===== config.mk =====
export PLATFORM = sky130hd
export DESIGN_NAME = capture_period_fifo
export DESIGN_NICKNAME = d
export VERILOG_FILES = /design/src/rtl/cap_pkg.sv /design/src/rtl/cap_sync_fifo.sv /design/src/rtl/capture_period_fifo.sv
export SDC_FILE = /design/constraint.sdc
export NUM_CORES = 1
export LEC_CHECK = 0
export CORE_MARGIN = 2
export CORE_UTILIZATION = 55
export CTS_CLUSTER_DIAMETER = 60
export DETAILED_ROUTE_END_ITERATION = 6
export DONT_BUFFER_PORTS = 1
export PLACE_DENSITY_LB_ADDON = 0.1
export SYNTH_ARGS = -nofsm -noshare
export SYNTH_HDL_FRONTEND = slang
export SYNTH_HIERARCHICAL = 1
export SYNTH_SLANG_ARGS = --single-unit

===== constraint.sdc =====
create_clock -name clk -period 6.05 [get_ports clk]
set_clock_uncertainty 0.2 [all_clocks]
set_input_delay 0.9075 -clock clk [delete_from_list [all_inputs] [get_ports clk]]
set_output_delay 0.9075 -clock clk [all_outputs]
set_load 0.005 [all_outputs]

===== src/rtl/cap_pkg.sv =====
// Shared types and helpers for the capture-period consumer.
package cap_pkg;

    localparam int CW_DEF = 4;

    typedef enum logic [1:0] {
        ST_IDLE   = 2'd0,
        ST_SAMPLE = 2'd1,
        ST_CLEAR  = 2'd2
    } cap_st_e;

    function automatic int lvl_w(input int depth);
        return $clog2(depth + 1);
    endfunction

endpackage


===== src/rtl/cap_sync_fifo.sv =====
// Show-ahead synchronous FIFO; push while full is accepted only alongside a pop.
module cap_sync_fifo
    import cap_pkg::*;
#(
    parameter int CW    = CW_DEF,
    parameter int DEPTH = 4,
    localparam int LW   = lvl_w(DEPTH),
    localparam int AW   = $clog2(DEPTH)
) (
    input  logic          clk,
    input  logic          rstVal,
    input  logic          i_push,
    input  logic [CW-1:0] i_din,
    input  logic          i_pop,
    output logic [CW-1:0] o_dout,
    output logic          o_full,
    output logic          o_empty,
    output logic [LW-1:0] o_level
);

    logic [CW-1:0] r_mem [DEPTH];
    logic [AW:0]   r_wptr, r_rptr;
    logic [CW-1:0] r_last;
    logic [LW-1:0] w_level;
    logic          w_do_push, w_do_pop;

    assign w_level   = LW'(r_wptr - r_rptr);
    assign o_level   = w_level;
    assign o_full    = (w_level == LW'(DEPTH));
    assign o_empty   = (w_level == '0);
    assign w_do_pop  = i_pop & ~o_empty;
    assign w_do_push = i_push & (~o_full | w_do_pop);

    // When empty, keep presenting the last entry that left so the output never floats.
    assign o_dout = o_empty ? r_last : r_mem[r_rptr[AW-1:0]];

    always_ff @(posedge clk) begin
        if (w_do_push) r_mem[r_wptr[AW-1:0]] <= i_din;
    end

    always_ff @(posedge clk or posedge rstVal) begin
        if (rstVal) begin
            r_wptr <= '0;
            r_rptr <= '0;
            r_last <= '0;
        end else begin
            if (w_do_push) r_wptr <= r_wptr + 1'b1;
            if (w_do_pop) begin
                r_rptr <= r_rptr + 1'b1;
                r_last <= r_mem[r_rptr[AW-1:0]];
            end
        end
    end

endmodule


===== src/rtl/capture_period_fifo.sv =====
// Capture-flag handshake, period between successive captures, and a period FIFO.
module capture_period_fifo
    import cap_pkg::*;
#(
    parameter int CW          = CW_DEF,
    parameter int DEPTH       = 4,
    parameter int SYNC_STAGES = 2
) (
    input  logic                    clk,
    input  logic                    rstVal,
    input  logic                    enable,
    input  logic [CW-1:0]           cap_val,
    input  logic                    cap_flag,
    output logic                    cap_clr,
    output logic [CW-1:0]           per_data,
    output logic                    per_valid,
    input  logic                    per_ready,
    output logic [lvl_w(DEPTH)-1:0] level,
    output logic                    ovf,
    input  logic                    ovf_clr
);

    logic [SYNC_STAGES-1:0] r_sync;
    logic                   w_flag_s;
    cap_st_e                r_state, w_next;
    logic                   r_have_prev;
    logic [CW-1:0]          r_prev;
    logic                   r_cap_clr;
    logic                   r_ovf;
    logic                   w_sample, w_push_req, w_drop;
    logic [CW-1:0]          w_period;
    logic                   w_full, w_empty;

    always_ff @(posedge clk or posedge rstVal) begin
        if (rstVal) r_sync <= '0;
        else        r_sync <= {r_sync[SYNC_STAGES-2:0], cap_flag};
    end
    assign w_flag_s = r_sync[SYNC_STAGES-1];

    always_ff @(posedge clk or posedge rstVal) begin
        if (rstVal) r_state <= ST_IDLE;
        else        r_state <= w_next;
    end

    always_comb begin
        w_next = r_state;
        case (r_state)
            ST_IDLE:   if (enable && w_flag_s) w_next = ST_SAMPLE;
            ST_SAMPLE: w_next = ST_CLEAR;
            ST_CLEAR:  if (!w_flag_s) w_next = ST_IDLE;
            default:   w_next = ST_IDLE;
        endcase
    end

    // Zero difference is a full counter wrap and is still a valid period.
    always_comb begin
        w_sample   = (r_state == ST_SAMPLE);
        w_push_req = w_sample & r_have_prev;
        w_period   = cap_val - r_prev;
        w_drop     = w_push_req & w_full & ~per_ready;
    end

    always_ff @(posedge clk or posedge rstVal) begin
        if (rstVal) begin
            r_cap_clr   <= 1'b0;
            r_have_prev <= 1'b0;
            r_prev      <= '0;
            r_ovf       <= 1'b0;
        end else begin
            r_cap_clr <= (w_next == ST_CLEAR);
            if (w_sample) begin
                r_prev      <= cap_val;
                r_have_prev <= 1'b1;
            end
            if (w_drop)       r_ovf <= 1'b1;
            else if (ovf_clr) r_ovf <= 1'b0;
        end
    end

    cap_sync_fifo #(
        .CW    (CW),
        .DEPTH (DEPTH)
    ) u_fifo (
        .clk     (clk),
        .rstVal  (rstVal),
        .i_push  (w_push_req),
        .i_din   (w_period),
        .i_pop   (per_ready),
        .o_dout  (per_data),
        .o_full  (w_full),
        .o_empty (w_empty),
        .o_level (level)
    );

    assign cap_clr   = r_cap_clr;
    assign per_valid = ~w_empty;
    assign ovf       = r_ovf;

endmodule


==> metrics.txt <==
# TYPE chip_impl_metric gauge
chip_impl_info{name="outcome",value="completed"} 1
chip_impl_info{name="grt_setup_unrepaired",value="no"} 1
chip_impl_metric{name="overflow",unit=""} 0
chip_impl_metric{name="setup_ws",unit="ns"} 2.52
chip_impl_metric{name="critical-path-max-stage-delay",unit="ns"} 0.52
chip_impl_metric{name="maximum_number_of_pins_on_one_net_before_global_route_repair",unit=""} 12
chip_impl_metric{name="number_of_cell_rows",unit=""} 20
chip_impl_metric{name="globalRouteTotalUtil",unit=""} 0.163
chip_impl_metric{name="final_util",unit=""} 0.610
chip_impl_metric{name="ys_seq_elements",unit=""} 37
chip_impl_info{name="cts_root_buffer",value="sky130_fd_sc_hd__clkbuf_4"} 1
chip_impl_metric{name="number_of_buffers_between_clock_root_and_the_deepest_sink",unit=""} 2
chip_impl_metric{name="fin_setup_tns",unit="ns"} 0
chip_impl_metric{name="finalMaxSlewViolations",unit=""} 0
chip_impl_metric{name="start_util",unit=""} 0.580
chip_impl_metric{name="clk_pin_slew",unit="ns"} 0.09
chip_impl_metric{name="antenna_found_initial",unit=""} 0
chip_impl_info{name="netlist_top_cells_area",value="sky130_fd_sc_hd__dfrtp_1, sky130_fd_sc_hd__edfxtp_1, sky130_fd_sc_hd__ha_1"} 1
chip_impl_metric{name="netlist_area",unit="µm²"} 1770
chip_impl_metric{name="post_cts_setup_buffer_count",unit=""} 0
chip_impl_metric{name="ir_worst_vdd",unit="V"} 0.000226
chip_impl_metric{name="synthCells",unit=""} 117
chip_impl_info{name="worst_path_max_delay_cell",value="sky130_fd_sc_hd__dfrtp_1"} 1
chip_impl_metric{name="filler_cell_count",unit=""} 259
chip_impl_metric{name="cts-buffers-inserted",unit=""} 5
chip_impl_metric{name="drcViolationCount",unit=""} 0
chip_impl_metric{name="worst_hold_path.num_cells",unit=""} 0
chip_impl_metric{name="worstPathArrival",unit="ns"} 2.42
chip_impl_metric{name="design.portCount",unit=""} 20
chip_impl_metric{name="fin_crit_sh",unit=""} 0.584
chip_impl_info{name="layout.cells.most_common",value="sky130_fd_sc_hd__dfrtp_1"} 1
chip_impl_info{name="cts_tree",value="yes"} 1
chip_impl_metric{name="die_w",unit="µm"} 60.8
chip_impl_metric{name="dr.pass1.iters",unit=""} 4
chip_impl_info{name="worstHoldPathType",value="flip-flop to flip-flop"} 1
chip_impl_metric{name="htree_levels",unit=""} 2
chip_impl_metric{name="ctsHoldBuffers",unit=""} 0
chip_impl_info{name="launching_element_type_of_the_critical_path",value="flip-flop"} 1
chip_impl_metric{name="detail_route.wl_per_cell",unit="µm"} 14.5
chip_impl_metric{name="post_drt_via_cell_ratio",unit=""} 5.30
chip_impl_metric{name="detail_route.iter0.violations",unit=""} 18
chip_impl_metric{name="die_area",unit="µm²"} 3690
chip_impl_metric{name="vias_in_the_first_global_route",unit=""} 978
chip_impl_metric{name="synth_nets",unit=""} 138
chip_impl_metric{name="worstPathMaxFanout",unit=""} 7
chip_impl_metric{name="max_cap_violations",unit=""} 0
chip_impl_metric{name="wirelength",unit="µm"} 2430
chip_impl_info{name="netlist.top_cell.by_area",value="sky130_fd_sc_hd__dfrtp_1"} 1
chip_impl_metric{name="yosys_warnings",unit=""} 6
chip_impl_metric{name="grt_first_pass_wirelength",unit="µm"} 4240
chip_impl_info{name="path_cells",value="ha_1, fa_1, xor3_2, nor2_4, mux2_2"} 1
chip_impl_metric{name="cts.sinks",unit=""} 37
chip_impl_metric{name="yosys.area.top_type_share",unit=""} 0.297
chip_impl_metric{name="drtAntennaViolNets",unit=""} 0
chip_impl_metric{name="synth-seq-area-share",unit=""} 0.568
chip_impl_metric{name="fmaxAchievable",unit="MHz"} 283
chip_impl_metric{name="place_congestion",unit=""} 0.665
chip_impl_metric{name="slew-limit-headroom",unit=""} 0.694
chip_impl_metric{name="post_route_cells_drive_above_1_share",unit=""} 0.228
chip_impl_metric{name="setup_viol",unit=""} 0
chip_impl_metric{name="avgSynthCellArea",unit="µm²"} 15.1
chip_impl_metric{name="via_count",unit=""} 885
chip_impl_metric{name="floorplan.die.height",unit="µm"} 60.8
chip_impl_metric{name="number_of_gates_resized_after_cts",unit=""} 0
chip_impl_metric{name="buffer_ports.inserted",unit=""} 0
chip_impl_info{name="worstSetupEndpointType",value="primary output"} 1
chip_impl_metric{name="netlist-cell-type-count",unit=""} 35
chip_impl_metric{name="final_nets",unit=""} 143
chip_impl_metric{name="hold-worst-slack",unit="ns"} 0.163
chip_impl_metric{name="ff2ff_path_depth",unit=""} 5
chip_impl_info{name="kind_of_critical_path",value="flip-flop to primary output"} 1
chip_impl_metric{name="syn_to_final_growth",unit="%"} 5.09
chip_impl_metric{name="power_per_cell_area",unit="nW/µm²"} 506
chip_impl_metric{name="dpl.hpwl",unit="µm"} 1900
chip_impl_metric{name="clock_latency",unit="ns"} 0.33
chip_impl_metric{name="core",unit="µm²"} 3050
chip_impl_metric{name="max_slew.worst_pin.slew",unit="ns"} 0.459
chip_impl_metric{name="diodes",unit=""} 0
chip_impl_metric{name="p_leak",unit="µW"} 0.000772
chip_impl_info{name="commonest_cells_after_routing_fill_and_taps_aside",value="sky130_fd_sc_hd__dfrtp_1, sky130_fd_sc_hd__edfxtp_1, sky130_fd_sc_hd__inv_1"} 1
chip_impl_metric{name="final-hold-violation-count",unit=""} 0
chip_impl_metric{name="fin_cells",unit=""} 167
chip_impl_metric{name="place_inst",unit=""} 159
chip_impl_metric{name="required",unit="ns"} 4.94
chip_impl_metric{name="preCtsSetupSlack",unit="ns"} 2.85
chip_impl_metric{name="period_minus_slack",unit="ns"} 3.53
-- final timing paths --
| check | slack, ns | end | start |
|---|---|---|---|
| min in group asynchronous | 0.23 | u_fifo/r_last[0] | rstVal |
| worst max register to register | 3.47 | u_fifo/r_mem[1][3] | u_fifo/r_rptr[0] |
| worst max-delay path | 2.52 | per_data[0] | u_fifo/r_rptr[0] |
| worst min-delay path | 0.16 | r_sync[1] | r_sync[0] |
| worst min register to register | 0.16 | r_sync[1] | r_sync[0] |
| max in group asynchronous | 5.12 | u_fifo/r_wptr[0] | rstVal |
-- logic make-up (layout without fill, tap and decap cells) --
| family | after synthesis | after routing | share of synthesized area |
|---|---|---|---|
| AND/OR/NAND/NOR | 20 | 20 | 0.0770 |
| adder cells (fa/ha/maj) | 11 | 11 | 0.0862 |
| flip-flops | 37 | 37 | 0.568 |
| XOR/XNOR | 8 | 8 | 0.0487 |
| buffers and inverters | 15 | 21 | 0.0360 |
| AO/OA/AOI/OAI | 10 | 10 | 0.0445 |
| multiplexers | 16 | 16 | 0.140 |
-- worst max-delay path: cells and delay by family (launching register included) --
kind	cells	cell delay [ns]
XOR/XNOR	1	0.36
adder cells (fa/ha/maj)	2	0.65
flip-flops	1	0.52
multiplexers	1	0.37
AND/OR/NAND/NOR	1	0.19
-- synth_stat cells --
cell                       number
sky130_fd_sc_hd__and3b_1        1
sky130_fd_sc_hd__nor2_1         1
sky130_fd_sc_hd__nor3_1         1
sky130_fd_sc_hd__and2_1         4
sky130_fd_sc_hd__a31oi_1        1
sky130_fd_sc_hd__a21boi_2       1
sky130_fd_sc_hd__mux2_4         6
sky130_fd_sc_hd__dfrtp_1       21
sky130_fd_sc_hd__edfxtp_1      16
sky130_fd_sc_hd__ha_1           9
sky130_fd_sc_hd__fa_1           2
sky130_fd_sc_hd__or2_2          1
sky130_fd_sc_hd__buf_1          1
sky130_fd_sc_hd__nor2_4         1
sky130_fd_sc_hd__and4bb_2       1
sky130_fd_sc_hd__o21ai_4        1
sky130_fd_sc_hd__mux2_2         5
sky130_fd_sc_hd__mux2_1         1
sky130_fd_sc_hd__xor3_2         1
sky130_fd_sc_hd__o211ai_1       1
sky130_fd_sc_hd__a21o_1         1
sky130_fd_sc_hd__nand4b_1       1
sky130_fd_sc_hd__xor2_1         2
sky130_fd_sc_hd__buf_6          1
sky130_fd_sc_hd__a221o_1        1
sky130_fd_sc_hd__nor2b_1        1
sky130_fd_sc_hd__xnor2_1        5
sky130_fd_sc_hd__a21oi_1        1
sky130_fd_sc_hd__nand2_1        4
sky130_fd_sc_hd__nor2b_4        1
sky130_fd_sc_hd__nand2b_1       2
sky130_fd_sc_hd__inv_1         13
sky130_fd_sc_hd__mux4_2         4
sky130_fd_sc_hd__o21ai_0        3
sky130_fd_sc_hd__nand3b_1       1
-- layout make-up --
| cell class | instances | area [µm²] | area share |
|---|---|---|---|
| tap | 44 | 55.1 | 0.0296 |
| inverter | 13 | 48.8 | 0.0262 |
| clock inverter | 1 | 5.00 | 0.00269 |
| clock buffer | 7 | 45.0 | 0.0242 |
| multi-input combinational | 65 | 702 | 0.377 |
| sequential | 37 | 1010 | 0.540 |
-- flip-flops by register name (all words and copies together) (netlist names) --
name	count
u_fifo/r_mem	16
r_prev	4
u_fifo/r_last	4
u_fifo/r_rptr	3
u_fifo/r_wptr	3
r_state	2
r_sync	2
cap_clr	1
ovf	1
r_have_prev	1
-- per-layer routing --
metal  track usage  up-vias  wire length (µm)
met5             0        -                 0
met4        0.0932        0                75
met3        0.0512        7               134
met2         0.272       21              1190
met1         0.186      439              1020
li1              -      418                 -
-- power breakdown --
| part | switching [µW] | internal [µW] |
|---|---|---|
| Sequential | 49.8 | 341 |
| Combinational | 219 | 213 |
| Clock | 72.8 | 45.3 |
-- metrics by stage --
step           power (µW)  instance area (µm²)
2_1_floorplan         758                 1770
3_3_place_gp          817                 1810
3_5_place_dp          834                 1810
4_1_cts               955                 1860
5_1_grt              1010                 1860
6_report              941                 1860
No activity file was read; power rests on OpenSTA's default activity.
